## config.mk

```make
export PLATFORM = sky130hd
export DESIGN_NAME = spi_reg_initiator_flat
export DESIGN_NICKNAME = d
export VERILOG_FILES = /design/src/rtl/spi_reg_initiator_if.sv /design/src/rtl/spi_reg_initiator.sv /design/src/flat_wrapper.sv
export SDC_FILE = /design/constraint.sdc
export NUM_CORES = 1
export LEC_CHECK = 0
export ABC_AREA = 1
export BUFFER_PORTS_ARGS = -buffer_cell sky130_fd_sc_hd__buf_2
export CAP_MARGIN = 10
export CORE_AREA = 2 2 105 107
export CTS_BUF_LIST = sky130_fd_sc_hd__clkbuf_16
export CTS_CLUSTER_SIZE = 24
export DETAILED_ROUTE_END_ITERATION = 12
export DIE_AREA = 0 0 107 109
export PLACE_DENSITY = 0.8
export SYNTH_ARGS = -nofsm -noshare
export SYNTH_HDL_FRONTEND = slang
export SYNTH_SLANG_ARGS = --single-unit
```

## constraint.sdc

```tcl
create_clock -name clk -period 1.3 [get_ports clk]
set_input_delay 0.325 -clock clk [delete_from_list [all_inputs] [get_ports clk]]
set_output_delay 0.325 -clock clk [all_outputs]
set_load 0.005 [all_outputs]
```

## src/rtl/spi_reg_initiator_if.sv

```systemverilog
// Register-bank access port driven by the SPI front-end.
// wr is a single-cycle strobe and address/data_in are valid while it is high.
// There is no ready signal because the bank accepts every strobe.
// data_out is combinational from address.
interface spi_reg_initiator_if #(
  parameter int ADDR_W = 4,
  parameter int DATA_W = 32
);
  logic              wr;
  logic [ADDR_W-1:0] address;
  logic [DATA_W-1:0] data_in;
  logic [DATA_W-1:0] data_out;

  modport master (output wr, output address, output data_in, input data_out);
  modport slave  (input wr, input address, input data_in, output data_out);
endinterface

```

## src/rtl/spi_reg_initiator.sv

```systemverilog
// SPI mode-0 slave that turns {rw, address, data} frames into register-bank
// reads and writes. All SPI pins are oversampled on clk.
module spi_reg_initiator #(
  parameter int ADDR_W = 4,
  parameter int DATA_W = 32
) (
  input  logic       clk,
  input  logic       rst,
  input  logic       spi_sclk,
  input  logic       spi_cs_n,
  input  logic       spi_mosi,
  output logic       spi_miso,
  output logic       miso_oe,
  output logic       busy,
  output logic       frame_err,
  output logic [2:0] dbg_state_o,
  spi_reg_initiator_if.master bank
);

  localparam int CNT_W = $clog2(DATA_W) + 1;

  typedef enum logic [2:0] {S_IDLE, S_CMD, S_ADDR, S_DATA, S_DONE} state_t;

  state_t            state_q, state_d;
  logic [2:0]        sclk_q, cs_q;
  logic [1:0]        mosi_q;
  logic [CNT_W-1:0]  cnt_q, cnt_d;
  logic              rw_q, rw_d;
  logic [ADDR_W-1:0] addr_sh_q, addr_sh_d;
  logic [ADDR_W-1:0] address_q, address_d;
  logic [DATA_W-1:0] rx_q, rx_d;
  logic [DATA_W-1:0] tx_q, tx_d;
  logic [DATA_W-1:0] data_in_q, data_in_d;
  logic              miso_q, miso_d;
  logic              load_tx_q, load_tx_d;
  logic              commit_q, commit_d;
  logic              wr_q, wr_d;
  logic              frame_err_q, frame_err_d;

  // Edges are taken between sync stages 2 and 3; stage 2 is the settled value.
  logic sclk_rise, sclk_fall, cs_fall, cs_rise, mosi_s, cs_s;
  assign sclk_rise = sclk_q[1] & ~sclk_q[2];
  assign sclk_fall = ~sclk_q[1] & sclk_q[2];
  assign cs_fall   = ~cs_q[1] & cs_q[2];
  assign cs_rise   = cs_q[1] & ~cs_q[2];
  assign cs_s      = cs_q[1];
  assign mosi_s    = mosi_q[1];

  always_ff @(posedge clk or negedge rst) begin
    if (!rst) begin
      sclk_q      <= 3'b000;
      cs_q        <= 3'b111;
      mosi_q      <= 2'b00;
      state_q     <= S_IDLE;
      cnt_q       <= '0;
      rw_q        <= 1'b0;
      addr_sh_q   <= '0;
      address_q   <= '0;
      rx_q        <= '0;
      tx_q        <= '0;
      data_in_q   <= '0;
      miso_q      <= 1'b0;
      load_tx_q   <= 1'b0;
      commit_q    <= 1'b0;
      wr_q        <= 1'b0;
      frame_err_q <= 1'b0;
    end else begin
      sclk_q      <= {sclk_q[1:0], spi_sclk};
      cs_q        <= {cs_q[1:0], spi_cs_n};
      mosi_q      <= {mosi_q[0], spi_mosi};
      state_q     <= state_d;
      cnt_q       <= cnt_d;
      rw_q        <= rw_d;
      addr_sh_q   <= addr_sh_d;
      address_q   <= address_d;
      rx_q        <= rx_d;
      tx_q        <= tx_d;
      data_in_q   <= data_in_d;
      miso_q      <= miso_d;
      load_tx_q   <= load_tx_d;
      commit_q    <= commit_d;
      wr_q        <= wr_d;
      frame_err_q <= frame_err_d;
    end
  end

  always_comb begin
    state_d     = state_q;
    cnt_d       = cnt_q;
    rw_d        = rw_q;
    addr_sh_d   = addr_sh_q;
    address_d   = address_q;
    rx_d        = rx_q;
    tx_d        = tx_q;
    data_in_d   = data_in_q;
    miso_d      = miso_q;
    load_tx_d   = 1'b0;
    commit_d    = 1'b0;
    wr_d        = 1'b0;
    frame_err_d = 1'b0;

    // The bank read and the write commit run independently of the state, so a CS rise cannot cancel them.
    if (load_tx_q && !rw_q) tx_d = bank.data_out;
    if (commit_q) begin
      wr_d      = 1'b1;
      data_in_d = rx_q;
    end

    unique case (state_q)
      S_IDLE: begin
        miso_d = 1'b0;
        if (cs_fall) begin
          state_d = S_CMD;
          cnt_d   = '0;
        end
      end
      S_CMD: begin
        if (cs_rise) begin
          state_d     = S_IDLE;
          frame_err_d = 1'b1;
        end else if (sclk_rise) begin
          rw_d    = mosi_s;
          state_d = S_ADDR;
          cnt_d   = '0;
        end
      end
      S_ADDR: begin
        if (cs_rise) begin
          state_d     = S_IDLE;
          frame_err_d = 1'b1;
        end else if (sclk_rise) begin
          addr_sh_d = {addr_sh_q[ADDR_W-2:0], mosi_s};
          if (cnt_q == CNT_W'(ADDR_W - 1)) begin
            address_d = addr_sh_d;
            load_tx_d = 1'b1;
            state_d   = S_DATA;
            cnt_d     = '0;
          end else begin
            cnt_d = cnt_q + 1'b1;
          end
        end
      end
      S_DATA: begin
        if (cs_rise) begin
          state_d     = S_IDLE;
          frame_err_d = 1'b1;
          miso_d      = 1'b0;
        end else if (sclk_rise) begin
          rx_d = {rx_q[DATA_W-2:0], mosi_s};
          if (cnt_q == CNT_W'(DATA_W - 1)) begin
            state_d  = S_DONE;
            commit_d = rw_q;
            miso_d   = 1'b0;
          end else begin
            cnt_d = cnt_q + 1'b1;
          end
        end else if (sclk_fall && !rw_q) begin
          miso_d = tx_q[DATA_W-1];
          tx_d   = {tx_q[DATA_W-2:0], 1'b0};
        end
      end
      S_DONE: begin
        miso_d = 1'b0;
        if (cs_rise) state_d = S_IDLE;
      end
      default: state_d = S_IDLE;
    endcase
  end

  assign bank.wr      = wr_q;
  assign bank.address = address_q;
  assign bank.data_in = data_in_q;
  assign busy         = (state_q != S_IDLE);
  assign miso_oe      = ~cs_s;
  assign spi_miso     = miso_q & miso_oe;
  assign frame_err    = frame_err_q;
  assign dbg_state_o  = state_q;

endmodule

```

## src/flat_wrapper.sv

```systemverilog
// flat-port wrapper written by rule: the top's interface ports become plain ports
module spi_reg_initiator_flat 
#(
  parameter int ADDR_W = 4,
  parameter int DATA_W = 32
)
  (clk, rst, spi_sclk, spi_cs_n, spi_mosi, spi_miso, miso_oe, busy, frame_err, dbg_state_o, bank_wr, bank_address, bank_data_in, bank_data_out);
  spi_reg_initiator_if #(.ADDR_W(ADDR_W), .DATA_W(DATA_W)) bank_i ();
  input  logic clk;
  input  logic rst;
  input  logic spi_sclk;
  input  logic spi_cs_n;
  input  logic spi_mosi;
  output logic spi_miso;
  output logic miso_oe;
  output logic busy;
  output logic frame_err;
  output logic [2:0] dbg_state_o;
  output wire logic [$bits(bank_i.wr)-1:0] bank_wr;
  output wire logic [$bits(bank_i.address)-1:0] bank_address;
  output wire logic [$bits(bank_i.data_in)-1:0] bank_data_in;
  input wire logic [$bits(bank_i.data_out)-1:0] bank_data_out;
  assign bank_wr = bank_i.wr;
  assign bank_address = bank_i.address;
  assign bank_data_in = bank_i.data_in;
  assign bank_i.data_out = bank_data_out;
  spi_reg_initiator #(.ADDR_W(ADDR_W), .DATA_W(DATA_W)) u_core (.clk(clk), .rst(rst), .spi_sclk(spi_sclk), .spi_cs_n(spi_cs_n), .spi_mosi(spi_mosi), .spi_miso(spi_miso), .miso_oe(miso_oe), .busy(busy), .frame_err(frame_err), .dbg_state_o(dbg_state_o), .bank(bank_i));
endmodule
```

==> results.yml <==
yosys:
  synth.distinct_cells: 30
  synth_area_um2: 5290
  synth_mux_area_share_pct: 6.38
  syn_nets: 589
  synth_compound_area_share_pct: 6.12
  postSynthCellCount: 551
  synth_top_family_by_area: "simple AND/OR/NAND/NOR gates"
  postSynthAreaPerCell_um2: 9.61
  synth_xor_area_share_pct: 0.165
  synth-simple-area-share_pct: 23.1
  synth_top_cell_by_area: "dfrtp_1"
  synth_fa_ha_area_share_pct: 0.236
  ys_warn_count: 0
  yosys-top-cells-area: "dfrtp_1, nand2_1, mux2_2, a31oi_1, nand3_1"
  seq_area_frac_synth_pct: 59.6
  ys_ff_latch: 126
  synth_top_area_share_pct: 58.2
outcome:
  status: "complete, but fails checks"
  violations: "setup timing"
final_layout:
  drive_gt1_share_pct: 43.5
  antenna_cells: 0
  fillers: 653
  multiInputGateArea_um2: 2330
  register_area_um2: 3160
  final_nets: 737
  area_growth_pct: 47.5
routing:
  ant_nets: 0
  wl_per_cell_um: 18.4
  wirelength_um: 15600
  dr.pass1.iters: 5
  num_vias: 4777
  drt_iter0_markers: 504
  via_per_inst: 5.61
  drc: 0
sta:
  timing.final.ws_setup_ps: -317
  period_minus_slack_ps: 1620
  setup_viol_count_final: 89
  rsz0062_at_grt: "yes"
  clock.fmax_mhz: 618
  slew_headroom_pct: 76.3
  fin_crit_sh_pct: 124
  fin_worst_skew_ps: 10.5
  hold_viol: 0
  drv_slew: 0
  worst_pin_slew_ps: 355
  tns_ps: -18920
clocking:
  clockBufferDepth: 2
  clkSlewWorstSetupHoldPaths_ps: 60
  cts_tree: "built"
  cts_buffers: 17
  clock_latency_ps: 410
  cts.sink_count: 126
  cts_root_buffer: "clkbuf_16"
  htree_levels: 4
grt:
  antenna_found_initial: 0
  grt_overflow: 0
  grt_pass1_vias: 4702
  grt_max_degree: 43
  grt_pass1_wl_um: 23000
  grt_usage_pct: 25.5
placement:
  dpl.hpwl_um: 7750
  globalplace.congestion: 0.872
  port_buffers: 80
setup_path:
  worstSetupEndpointType: "flip-flop"
  worst-setup-path-type: "reg -> reg"
  arrival_ps: 1920
  reg2reg_depth: 9
  cp_max_fo: 10
  start_kind: "flip-flop"
  cp_data_required_time_ps: 1600
hold_path:
  holdCritPathClass: "in -> reg"
  holdPathStages: 1
pwr:
  fin_total_pwr_mw: 12.7
  cellLeakagePower_nw: 3.95
  p_per_area_nw_per_um2: 1630
  ir_worst_vdd_uv: 1050
job:
  cap_violations: 0
floorplan:
  rows: 38
  initial_core_util_pct: 49.9
  die_w_um: 107
  core_um2: 10600
  die-area_um2: 11700
  ioPinCount: 81
  die_h_um: 109
## power by group
group / internal, mW / leakage, nW / total, mW / switching [mW]
clock: 3.60 / 0.327 / 5.41 / 1.81
combinational: 1.31 / 2.07 / 2.91 / 1.60
sequential: 4.18 / 1.56 / 4.42 / 0.246
total: 9.08 / 3.95 / 12.7 / 3.66
## logic make-up after synthesis
group	after synthesis
buffers and inverters	54
AOI/OAI and AO/OA	55
muxes	30
DFF	126
and+or+nand+nor	284
xor gates and xnor gates	1
adders and majority gates	1
## worst max-delay path: stages, from the launching register on
cell and delay [ps]:
dfstp_2 570, buf_4 140, nand2_4 80, inv_4 70
nor2_4 40, nand2_4 100, buf_12 140, buf_12 120
nor2_1 40, a31oi_1 200
## layer usage
layer	routed length [um]	track usage [%]
met1	6080	31.4
met2	8260	43.4
met3	803	6.16
met4	492	10.5
met5	0	0
## cells in the final DEF, fill, tap and decap left out, drive strengths merged, types with 3 or more instances in the layout
master and n:
nand2 173, buf 148, dfrtp 123, nor2 59, nand3 43, inv 36
a31oi 33, mux2 30, clkbuf 18, o21ai 11, a21oi 8, nand4 6
bufinv 6, dfstp 3, nor3 3
## registers in the layout, summed over array words and instances (netlist names)
| register | count |
|---|---|
| u_core.bank.data_in | 32 |
| u_core.mosi_q | 2 |
| u_core.commit_q | 1 |
| u_core.bank.wr | 1 |
| u_core.sclk_q | 3 |
| u_core.rx_q | 32 |
| u_core.dbg_state_o | 3 |
| u_core.cs_q | 3 |
| u_core.bank.address | 4 |
| u_core.cnt_q | 6 |
| u_core.tx_q | 32 |
| u_core.frame_err | 1 |
| u_core.rw_q | 1 |
| u_core.addr_sh_q | 3 |
| u_core.miso_q | 1 |
| u_core.load_tx_q | 1 |
## per-stage QoR
step | std cells | hold WS (ps) | worst slack (ps) | util, % | cell area, um2
2_1_floorplan | 551 | 29.4 | -15.2 | - | 5350
3_3_place_gp | 779 | 235 | -114 | 57.9 | 6140
3_5_place_dp | 779 | 238 | -192 | 57.9 | 6140
4_1_cts | 845 | 10.7 | -279 | 70.1 | 7430
5_1_grt | 852 | 0.403 | -356 | 73.6 | 7810
6_report | 852 | 13.4 | -317 | 73.6 | 7810
## layout make-up
class | count | area share [%]
clock buffer | 17 | 5.45
multi-input combinational | 372 | 29.8
tap | 140 | 2.24
timing repair buffer | 151 | 16.8
inverter | 28 | 1.54
sequential | 126 | 40.5
clock inverter | 15 | 3.11
timing repair inverter | 3 | 0.497
## repair_timing
| item | 4_1_cts | 5_1_grt |
|---|---|---|
| hold buffers | 1 | 0 |
| setup buffers | 24 | 8 |
| pin swaps | 16 | 14 |
| cloned | 9 | 2 |
| setup endpoints to repair | 86 | 91 |
| endpoints found under the hold margin | 16 | 0 |
| gates resized for setup | 60 | 77 |
## worst paths after layout
path	start	end	slack, ps
max	u_core.cs_q[1]$_DFF_PN1_	u_core.tx_q[15]$_DFF_PN0_	-320
min	spi_cs_n	u_core.cs_q[0]$_DFF_PN1_	10
max reg2reg	u_core.cs_q[1]$_DFF_PN1_	u_core.tx_q[15]$_DFF_PN0_	-320
min reg2reg	u_core.mosi_q[0]$_DFF_PN0_	u_core.mosi_q[1]$_DFF_PN0_	360
max in group asynchronous	rst	u_core.cs_q[2]$_DFF_PN1_	390
min in group asynchronous	rst	u_core.sclk_q[2]$_DFF_PN0_	350
## cells in the mapped netlist (all sizes together)
cell / n
a21oi: 8
a22oi: 2
a31oi: 33
buf: 18
clkbuf: 8
clkinv: 1
dfrtp: 123
dfstp: 3
ha: 1
inv: 27
mux2: 30
nand2: 173
nand3: 43
nand3b: 1
nand4: 6
nor2: 58
nor3: 3
o21ai: 11
o21bai: 1
xor2: 1
No activity file was read; power rests on OpenSTA's default activity.
